[src/rtl/hazard3_muldiv_seq_pkg.sv]
// Shared constants for the M-extension sequencer: mulop codes, FSM states and
// operand-signedness decode helpers.
package hazard3_muldiv_seq_pkg;

    localparam logic [2:0] M_OP_MUL    = 3'd0;
    localparam logic [2:0] M_OP_MULH   = 3'd1;
    localparam logic [2:0] M_OP_MULHSU = 3'd2;
    localparam logic [2:0] M_OP_MULHU  = 3'd3;
    localparam logic [2:0] M_OP_DIV    = 3'd4;
    localparam logic [2:0] M_OP_DIVU   = 3'd5;
    localparam logic [2:0] M_OP_REM    = 3'd6;
    localparam logic [2:0] M_OP_REMU   = 3'd7;

    typedef enum logic [1:0] {
        MULDIV_ST_IDLE = 2'd0,
        MULDIV_ST_RUN  = 2'd1,
        MULDIV_ST_DONE = 2'd2
    } muldiv_st_t;

    function automatic logic op_is_div(input logic [2:0] op);
        return op[2];
    endfunction

    function automatic logic op_a_signed(input logic [2:0] op);
        return (op == M_OP_MULH) || (op == M_OP_MULHSU) ||
               (op == M_OP_DIV)  || (op == M_OP_REM);
    endfunction

    function automatic logic op_b_signed(input logic [2:0] op);
        return (op == M_OP_MULH) || (op == M_OP_DIV) || (op == M_OP_REM);
    endfunction

endpackage

[src/rtl/hazard3_muldiv_seq_if.sv]
// Execute-stage request/result handshake of the mul/div sequencer.
interface hazard3_muldiv_seq_if #(
    parameter int XLEN    = 32,
    parameter int W_MULOP = 3
);
    logic               op_vld;
    logic               op_rdy;
    logic [W_MULOP-1:0] op;
    logic [XLEN-1:0]    op_a;
    logic [XLEN-1:0]    op_b;
    logic               op_kill;
    logic [XLEN-1:0]    result;
    logic               result_vld;
    logic               result_rdy;
    logic               busy;

    modport master (
        output op_vld, op, op_a, op_b, op_kill, result_rdy,
        input  op_rdy, result, result_vld, busy
    );

    modport slave (
        input  op_vld, op, op_a, op_b, op_kill, result_rdy,
        output op_rdy, result, result_vld, busy
    );
endinterface

[src/rtl/hazard3_muldiv_step.sv]
// One radix-2 iteration of the shared datapath: shift-add multiply or
// restoring divide, selected by i_div. Purely combinational.
module hazard3_muldiv_step #(
    parameter int XLEN = 32
) (
    input  logic            i_div,
    input  logic [XLEN:0]   i_hi,
    input  logic [XLEN-1:0] i_lo,
    input  logic [XLEN-1:0] i_b,
    output logic [XLEN:0]   o_hi,
    output logic [XLEN-1:0] o_lo
);
    logic [XLEN:0]   w_sum;
    logic [XLEN+1:0] w_trial;
    logic [XLEN+1:0] w_diff;
    logic            w_ge;

    // Iteration arithmetic; the divide borrow is the sign of the widened difference
    always_comb begin
        w_sum   = i_hi + {1'b0, (i_lo[0] ? i_b : {XLEN{1'b0}})};
        w_trial = {i_hi, i_lo[XLEN-1]};
        w_diff  = w_trial - {2'b00, i_b};
        w_ge    = ~w_diff[XLEN+1];
        if (i_div) begin
            o_hi = w_ge ? w_diff[XLEN:0] : w_trial[XLEN:0];
            o_lo = {i_lo[XLEN-2:0], w_ge};
        end else begin
            o_hi = {1'b0, w_sum[XLEN:1]};
            o_lo = {w_sum[0], i_lo[XLEN-1:1]};
        end
    end
endmodule

[src/rtl/hazard3_muldiv_seq.sv]
// Iterative RISC-V M-extension sequencer: runs MUL*/DIV*/REM* on operand
// magnitudes over XLEN/UNROLL cycles and returns a signed-corrected result.
module hazard3_muldiv_seq
    import hazard3_muldiv_seq_pkg::*;
#(
    parameter int XLEN    = 32,
    parameter int UNROLL  = 1,
    parameter int W_MULOP = 3
) (
    input  logic                clk,
    input  logic                rst_n,
    hazard3_muldiv_seq_if.slave bus
);
    localparam int N  = XLEN / UNROLL;
    localparam int CW = (N > 1) ? $clog2(N) : 1;
    localparam logic [CW-1:0] CNT_LAST = CW'(N - 1);
    localparam logic [CW-1:0] CNT_ONE  = CW'(1);

    muldiv_st_t         r_state;
    muldiv_st_t         w_state_nxt;
    logic [W_MULOP-1:0] r_op;
    logic               r_neg_q;
    logic               r_neg_r;
    logic [XLEN:0]      r_hi;
    logic [XLEN-1:0]    r_lo;
    logic [XLEN-1:0]    r_b;
    logic [CW-1:0]      r_count;
    logic [XLEN-1:0]    r_result;

    logic               w_accept, w_step, w_last;
    logic               w_sa, w_sb;
    logic [XLEN-1:0]    w_abs_a, w_abs_b;
    logic               w_neg_q_in, w_neg_r_in;
    logic [2*XLEN-1:0]  w_prod, w_prod_c;
    logic [XLEN-1:0]    w_quo, w_rem, w_res;
    logic               w_unused;

    logic [XLEN:0]      w_hi_chain [UNROLL+1];
    logic [XLEN-1:0]    w_lo_chain [UNROLL+1];

    assign w_hi_chain[0] = r_hi;
    assign w_lo_chain[0] = r_lo;

    for (genvar g = 0; g < UNROLL; g++) begin : g_step
        hazard3_muldiv_step #(.XLEN(XLEN)) u_step (
            .i_div (op_is_div(r_op)),
            .i_hi  (w_hi_chain[g]),
            .i_lo  (w_lo_chain[g]),
            .i_b   (r_b),
            .o_hi  (w_hi_chain[g+1]),
            .o_lo  (w_lo_chain[g+1])
        );
    end

    // Multiply high word never reaches bit XLEN; a divide remainder is below the divisor
    assign w_unused = w_hi_chain[UNROLL][XLEN];

    // FSM state register
    always_ff @(posedge clk or negedge rst_n) begin
        if (!rst_n) begin
            r_state <= MULDIV_ST_IDLE;
        end else begin
            r_state <= w_state_nxt;
        end
    end

    // Next state and datapath strobes; kill always wins
    always_comb begin
        w_state_nxt = r_state;
        w_accept    = 1'b0;
        w_step      = 1'b0;
        w_last      = 1'b0;
        case (r_state)
            MULDIV_ST_IDLE: begin
                if (bus.op_kill) begin
                    w_state_nxt = MULDIV_ST_IDLE;
                end else if (bus.op_vld) begin
                    w_state_nxt = MULDIV_ST_RUN;
                    w_accept    = 1'b1;
                end else begin
                    w_state_nxt = MULDIV_ST_IDLE;
                end
            end
            MULDIV_ST_RUN: begin
                if (bus.op_kill) begin
                    w_state_nxt = MULDIV_ST_IDLE;
                end else if (r_count == CNT_LAST) begin
                    w_state_nxt = MULDIV_ST_DONE;
                    w_step      = 1'b1;
                    w_last      = 1'b1;
                end else begin
                    w_state_nxt = MULDIV_ST_RUN;
                    w_step      = 1'b1;
                end
            end
            MULDIV_ST_DONE: begin
                if (bus.op_kill || bus.result_rdy) begin
                    w_state_nxt = MULDIV_ST_IDLE;
                end else begin
                    w_state_nxt = MULDIV_ST_DONE;
                end
            end
            default: w_state_nxt = MULDIV_ST_IDLE;
        endcase
    end

    // Operand magnitudes and sign-correction flags at accept
    always_comb begin
        w_sa       = op_a_signed(bus.op) & bus.op_a[XLEN-1];
        w_sb       = op_b_signed(bus.op) & bus.op_b[XLEN-1];
        w_abs_a    = w_sa ? -bus.op_a : bus.op_a;
        w_abs_b    = w_sb ? -bus.op_b : bus.op_b;
        w_neg_q_in = (w_sa ^ w_sb) & (~op_is_div(bus.op) | (|bus.op_b));
        w_neg_r_in = w_sa & op_is_div(bus.op);
    end

    // Final correction. Divide-by-zero and overflow fall out of the restoring
    // algorithm: d=0 yields all-ones quotient and remainder |a|.
    always_comb begin
        w_prod   = {w_hi_chain[UNROLL][XLEN-1:0], w_lo_chain[UNROLL]};
        w_prod_c = r_neg_q ? -w_prod : w_prod;
        w_quo    = r_neg_q ? -w_lo_chain[UNROLL] : w_lo_chain[UNROLL];
        w_rem    = r_neg_r ? -w_hi_chain[UNROLL][XLEN-1:0] : w_hi_chain[UNROLL][XLEN-1:0];
        case (r_op)
            M_OP_MUL:                            w_res = w_prod_c[XLEN-1:0];
            M_OP_MULH, M_OP_MULHSU, M_OP_MULHU:  w_res = w_prod_c[2*XLEN-1:XLEN];
            M_OP_DIV, M_OP_DIVU:                 w_res = w_quo;
            M_OP_REM, M_OP_REMU:                 w_res = w_rem;
            default:                             w_res = {XLEN{1'b0}};
        endcase
    end

    // Operand latch, accumulator, iteration count and result register
    always_ff @(posedge clk or negedge rst_n) begin
        if (!rst_n) begin
            r_op     <= {W_MULOP{1'b0}};
            r_neg_q  <= 1'b0;
            r_neg_r  <= 1'b0;
            r_hi     <= {(XLEN+1){1'b0}};
            r_lo     <= {XLEN{1'b0}};
            r_b      <= {XLEN{1'b0}};
            r_count  <= {CW{1'b0}};
            r_result <= {XLEN{1'b0}};
        end else if (w_accept) begin
            r_op    <= bus.op;
            r_neg_q <= w_neg_q_in;
            r_neg_r <= w_neg_r_in;
            r_hi    <= {(XLEN+1){1'b0}};
            r_lo    <= w_abs_a;
            r_b     <= w_abs_b;
            r_count <= {CW{1'b0}};
        end else if (w_step) begin
            r_hi <= w_hi_chain[UNROLL];
            r_lo <= w_lo_chain[UNROLL];
            if (w_last) begin
                r_result <= w_res;
            end else begin
                r_count <= r_count + CNT_ONE;
            end
        end
    end

    assign bus.op_rdy     = (r_state == MULDIV_ST_IDLE);
    assign bus.result_vld = (r_state == MULDIV_ST_DONE);
    assign bus.busy       = (r_state != MULDIV_ST_IDLE);
    assign bus.result     = r_result;
endmodule

[src/flat_wrapper.sv]
// flat-port wrapper written by rule: the top's interface ports become plain ports
module hazard3_muldiv_seq_flat import hazard3_muldiv_seq_pkg::*;
#(
    parameter int XLEN    = 32,
    parameter int UNROLL  = 1,
    parameter int W_MULOP = 3
)
  (clk, rst_n, bus_op_vld, bus_op, bus_op_a, bus_op_b, bus_op_kill, bus_result_rdy, bus_op_rdy, bus_result, bus_result_vld, bus_busy);
  hazard3_muldiv_seq_if #(.XLEN(XLEN), .W_MULOP(W_MULOP)) bus_i ();
  input  logic clk;
  input  logic rst_n;
  input wire logic [$bits(bus_i.op_vld)-1:0] bus_op_vld;
  input wire logic [$bits(bus_i.op)-1:0] bus_op;
  input wire logic [$bits(bus_i.op_a)-1:0] bus_op_a;
  input wire logic [$bits(bus_i.op_b)-1:0] bus_op_b;
  input wire logic [$bits(bus_i.op_kill)-1:0] bus_op_kill;
  input wire logic [$bits(bus_i.result_rdy)-1:0] bus_result_rdy;
  output wire logic [$bits(bus_i.op_rdy)-1:0] bus_op_rdy;
  output wire logic [$bits(bus_i.result)-1:0] bus_result;
  output wire logic [$bits(bus_i.result_vld)-1:0] bus_result_vld;
  output wire logic [$bits(bus_i.busy)-1:0] bus_busy;
  assign bus_i.op_vld = bus_op_vld;
  assign bus_i.op = bus_op;
  assign bus_i.op_a = bus_op_a;
  assign bus_i.op_b = bus_op_b;
  assign bus_i.op_kill = bus_op_kill;
  assign bus_i.result_rdy = bus_result_rdy;
  assign bus_op_rdy = bus_i.op_rdy;
  assign bus_result = bus_i.result;
  assign bus_result_vld = bus_i.result_vld;
  assign bus_busy = bus_i.busy;
  hazard3_muldiv_seq #(.XLEN(XLEN), .UNROLL(UNROLL), .W_MULOP(W_MULOP)) u_core (.clk(clk), .rst_n(rst_n), .bus(bus_i));
endmodule
[config.mk]
export PLATFORM = sky130hd
export DESIGN_NAME = hazard3_muldiv_seq_flat
export DESIGN_NICKNAME = d
export VERILOG_FILES = /design/src/rtl/hazard3_muldiv_seq_pkg.sv /design/src/rtl/hazard3_muldiv_seq_if.sv /design/src/rtl/hazard3_muldiv_step.sv /design/src/rtl/hazard3_muldiv_seq.sv /design/src/flat_wrapper.sv
export SDC_FILE = /design/constraint.sdc
export NUM_CORES = 1
export LEC_CHECK = 0
export BUFFER_PORTS_ARGS = -buffer_cell sky130_fd_sc_hd__buf_2
export CAP_MARGIN = 15
export CORE_UTILIZATION = 27
export CTS_CLUSTER_DIAMETER = 40
export CTS_CLUSTER_SIZE = 16
export DETAILED_ROUTE_END_ITERATION = 8
export PLACE_DENSITY = 0.46
export SYNTH_ARGS = -nofsm -noshare
export SYNTH_HDL_FRONTEND = slang
export SYNTH_SLANG_ARGS = --single-unit
[constraint.sdc]
create_clock -name clk -period 5.5 [get_ports clk]
set_clock_uncertainty 0.15 [all_clocks]
set_input_delay 0.55 -clock clk [delete_from_list [all_inputs] [get_ports clk]]
set_output_delay 0.55 -clock clk [all_outputs]
set_load 0.005 [all_outputs]
==> metrics.md <==
| Metric | Value |
|---|---|
| Most instantiated library cell after synthesis | `nand2_1` |
| Antenna diode count | `0` |
| Critical path class | `register to register` |
| Sw Share | `roughly 53%` |
| RR Startpoint | `u_core.r_hi[11]$_DFFE_PN0P_` |
| Slew Limit Headroom | `17.2%` |
| Pwr dens | `580 nW/um^2` |
| Worst setup path start | `u_core.r_hi[11]$_DFFE_PN0P_` |
| R2r endpoint | `u_core.bus.result[20]$_DFFE_PN0P_` |
| PortBufs | `106` |
| R2R cell count | `23` |
| Worst slew pin tran | `1.24 ns` |
| DIE AREA | `~56000 sq um` |
| WL per Instance | `22.8 um` |
| Overall Power | `10.6 mW` |
| CTS tree | `built` |
| Die Y | `236 um` |
| Site row count | `85` |
| Synth Area per Inst | `7.62 sq um` |
| Starting Density | `27.3%` |
| Internal power | `4.96 mW` |
| CTS Buf Count | `17` |
| Status | `finished clean` |
| Clock share of power | `12.3%` |
| Antenna-violating nets left | `0` |
| Gpl congestion | `0.961` |
| Final HPWL DP | `52.0 mm` |
| Final nets | `2307` |
| Pleak | `7.78 nW` |
| Combinational power share | `about three quarters` |
| Largest net degree at the start of global routing | `95` |
| Critical Path Fanout Max | `4` |
| 1st-iter DRT viols | `roughly 1600` |
| CTS Buffer Depth | `2` |
| TritonRoute pass-1 iters | `8` |
| Final Hold Fails | `0` |
| Netlist cell types | `100` |
| EDFF count, synth | `0` |
| Root buffer cell | `clkbuf_16` |
| CTS H-tree lvls | `4` |
| Clk_lat worst skew | `0.47 ns` |
| Synth Register Bits | `~140` |
| Synth warn | `0` |
| Final Critical Period | `5.29 ns` |
| FFs w/ async S/R, synth | `100%` |
| GRT overflow | `0` |
| Vias per cell | `5.57` |
| Vias in the first global route | `15107` |
| Hold path cells | `3` |
| GR Util All Layers | `around 23%` |
| WP data arrival | `5.55 ns` |
| DRC violation count after routing | `0` |
| Worst setup path end | `u_core.bus.result[20]$_DFFE_PN0P_` |
| Startpoint types | `register` |
| Post-Synthesis Cells | `around 1900` |
| Post-Syn Nets | `2078` |
| Required time worst endpoint | `5.75 ns` |
| Clock sink count | `141` |
| VDD IR max | `0.340 mV` |
| Synth top cells by count | `nand2_1, o21ai_0, dfrtp_1` |
| Syn Std Cell Area | `14700 sq um` |
| DR vias | `15997` |
| Worst setup margin | `0.207 ns` |
| Fmax | `around 0.19 GHz` |
| Core area | `53900 sq um` |
| P_sw | `between 5 and 6 mW` |
| Hold crit path type | `input pin to register` |
| Die X | `236 um` |
| Layout cells sized above 1 | `21.0%` |
| WL final | `65.4 mm` |
| Post-synthesis sequential area ratio | `23.9%` |
| Layout Utilization | `about a third` |
| Initial antenna violation count | `0` |
| CTS clk-pin slew, worst paths | `0.08 ns` |
| # IOs | `107` |
| Area grow syn2layout | `23.5%` |
| Worst slack, placed | `-0.125 ns` |
| Seq pwr share | `14.5%` |
| Largest area contributor in the netlist | `dfrtp_1` |
| First-pass GRT wire length | `97.6 mm` |
| Crit share post-route | `96.2%` |
| Synth top area share | `23.9%` |
| Top cells by area, synth | `dfrtp_1, nand2_1, o21ai_0` |
| Fillers | `5739` |
| Max Cap Viol | `0` |
| R2r setup slk | `0.21 ns` |
| Worst setup EP type | `register` |
| Slew Viols, Final | `0` |
| Main flop type after synthesis | `dfrtp_1` |
| Setup violations, final | `0` |
## timing repair
action                                 4_1_cts  5_1_grt
gates cloned                                 0        0
setup endpoints to repair                    6        7
hold buffers                                 1        0
endpoints found under the hold margin       52        0
pin swaps                                    0       15
setup buffers                                0        4
gates resized for setup                      6       24
## power groups by stage
stage	Combinational (mW)	Clock, mW	Sequential, mW
6_report	7.73	1.30	1.53
5_1_grt	8.19	1.37	1.56
4_1_cts	7.48	1.33	1.52
3_5_place_dp	7.41	0	1.53
3_3_place_gp	7.45	0	1.52
2_1_floorplan	4.28	0	1.46
## critical path, cell delays in order, from the launching register on
cell and delay (ns):
dfrtp_1 0.41, ha_4 0.27, and4_4 0.20, and2_4 0.16
a221o_1 0.38, or2_4 0.30, mux2i_4 0.21, nor2_4 0.06
or2_4 0.24, inv_4 0.06, ha_4 0.12, inv_1 0.05
or4_4 0.52, or2_4 0.27, or4_4 0.44, nor2_4 0.14
nand2_2 0.09, nor4_4 0.14, buf_4 0.17, nand2_1 0.05
o31a_1 0.31, a311oi_1 0.25, a211oi_1 0.07, o21ai_1 0.16
## layout by cell type (no fill, tap or decap), types with 11 or more instances in the layout
cell / synthesis / layout
nand4_1: 33 / 33
inv_1: 78 / 75
o31ai_1: 29 / 29
a21oi_1: 126 / 120
nand2b_1: 20 / 20
or4_1: 16 / 14
a31oi_1: 31 / 30
dfrtp_1: 141 / 140
a22oi_1: 16 / 16
nor3_1: 44 / 42
ha_1: 70 / 62
or3_1: 26 / 26
and2_1: 45 / 45
o21ai_1: 10 / 11
nand3_1: 33 / 32
mux2i_1: 36 / 36
o211ai_1: 36 / 36
a211oi_1: 19 / 19
a22o_1: 21 / 21
buf_4: 0 / 214
nor4_1: 19 / 14
xnor2_1: 91 / 91
o41ai_1: 12 / 11
nand2_1: 246 / 245
o21ai_0: 181 / 180
a21o_1: 21 / 21
o22ai_1: 14 / 14
o21a_1: 12 / 12
nor2_1: 136 / 134
xor2_1: 74 / 74
clkbuf_16: 0 / 17
buf_2: 14 / 105
## layer usage
layer  GRT usage, %  vias up  wire length, um
met5              0        -                0
met3           2.39       74             3650
met2           35.7      561            28700
met1           33.6     7814            31300
met4           7.65        0             1700
li1               -     7548                -
## through the flow
step / area, sq um / hold WS (ns) / cells / setup TNS (ns)
after floorplan: 14800 / 0.104 / 1934 / 0
after global placement: 17400 / 0.320 / 2835 / 0
after detailed placement: 17400 / 0.324 / 2835 / -0.412
after CTS: 18000 / 0.148 / 2868 / 0
after global routing: 18200 / 0.185 / 2872 / -0.0366
final: 18200 / 0.183 / 2872 / 0
## worst min path at each step
stage | start | to | slack (ns)
2_1_floorplan | rst_n | u_core.bus.result[0]$_DFFE_PN0P_ | 0.10
3_3_place_gp | u_core.bus.result[8]$_DFFE_PN0P_ | u_core.bus.result[8]$_DFFE_PN0P_ | 0.32
3_5_place_dp | u_core.bus.result[3]$_DFFE_PN0P_ | u_core.bus.result[3]$_DFFE_PN0P_ | 0.32
4_1_cts | bus_op[1] | u_core.r_op[1]$_DFFE_PN0P_ | 0.15
5_1_grt | bus_op[1] | u_core.r_op[1]$_DFFE_PN0P_ | 0.18
6_report | bus_op[1] | u_core.r_op[1]$_DFFE_PN0P_ | 0.18
## area by class of cell
type                    count  area, sq um  area share, %
clock buffers              17          425           2.34
multi-input cells        1601        10700           58.7
inverters                  79          299           1.64
clock inverters            15          208           1.14
flip-flops and latches    141         3530           19.4
well taps                 696          871           4.78
repair buffers            323         2190           12.0
## registers in the layout, summed over array words and instances, names as in the netlist
register,cells
u_core.bus.result,32
u_core.r_op,3
u_core.r_neg_r,1
u_core.r_b,32
u_core.r_hi,33
u_core.r_count,5
u_core.r_state,2
u_core.r_lo,32
u_core.r_neg_q,1
## kinds of logic after synthesis
kind of cell | after synthesis | synth area share (%)
buf+inv | 192 | 5.31
flops | 141 | 23.9
mux | 46 | 3.31
simple gates | 688 | 23.0
xor+xnor | 165 | 9.80
fa+ha+maj | 72 | 6.21
compound gates | 630 | 28.4
Power figures use the tool's default switching activity.
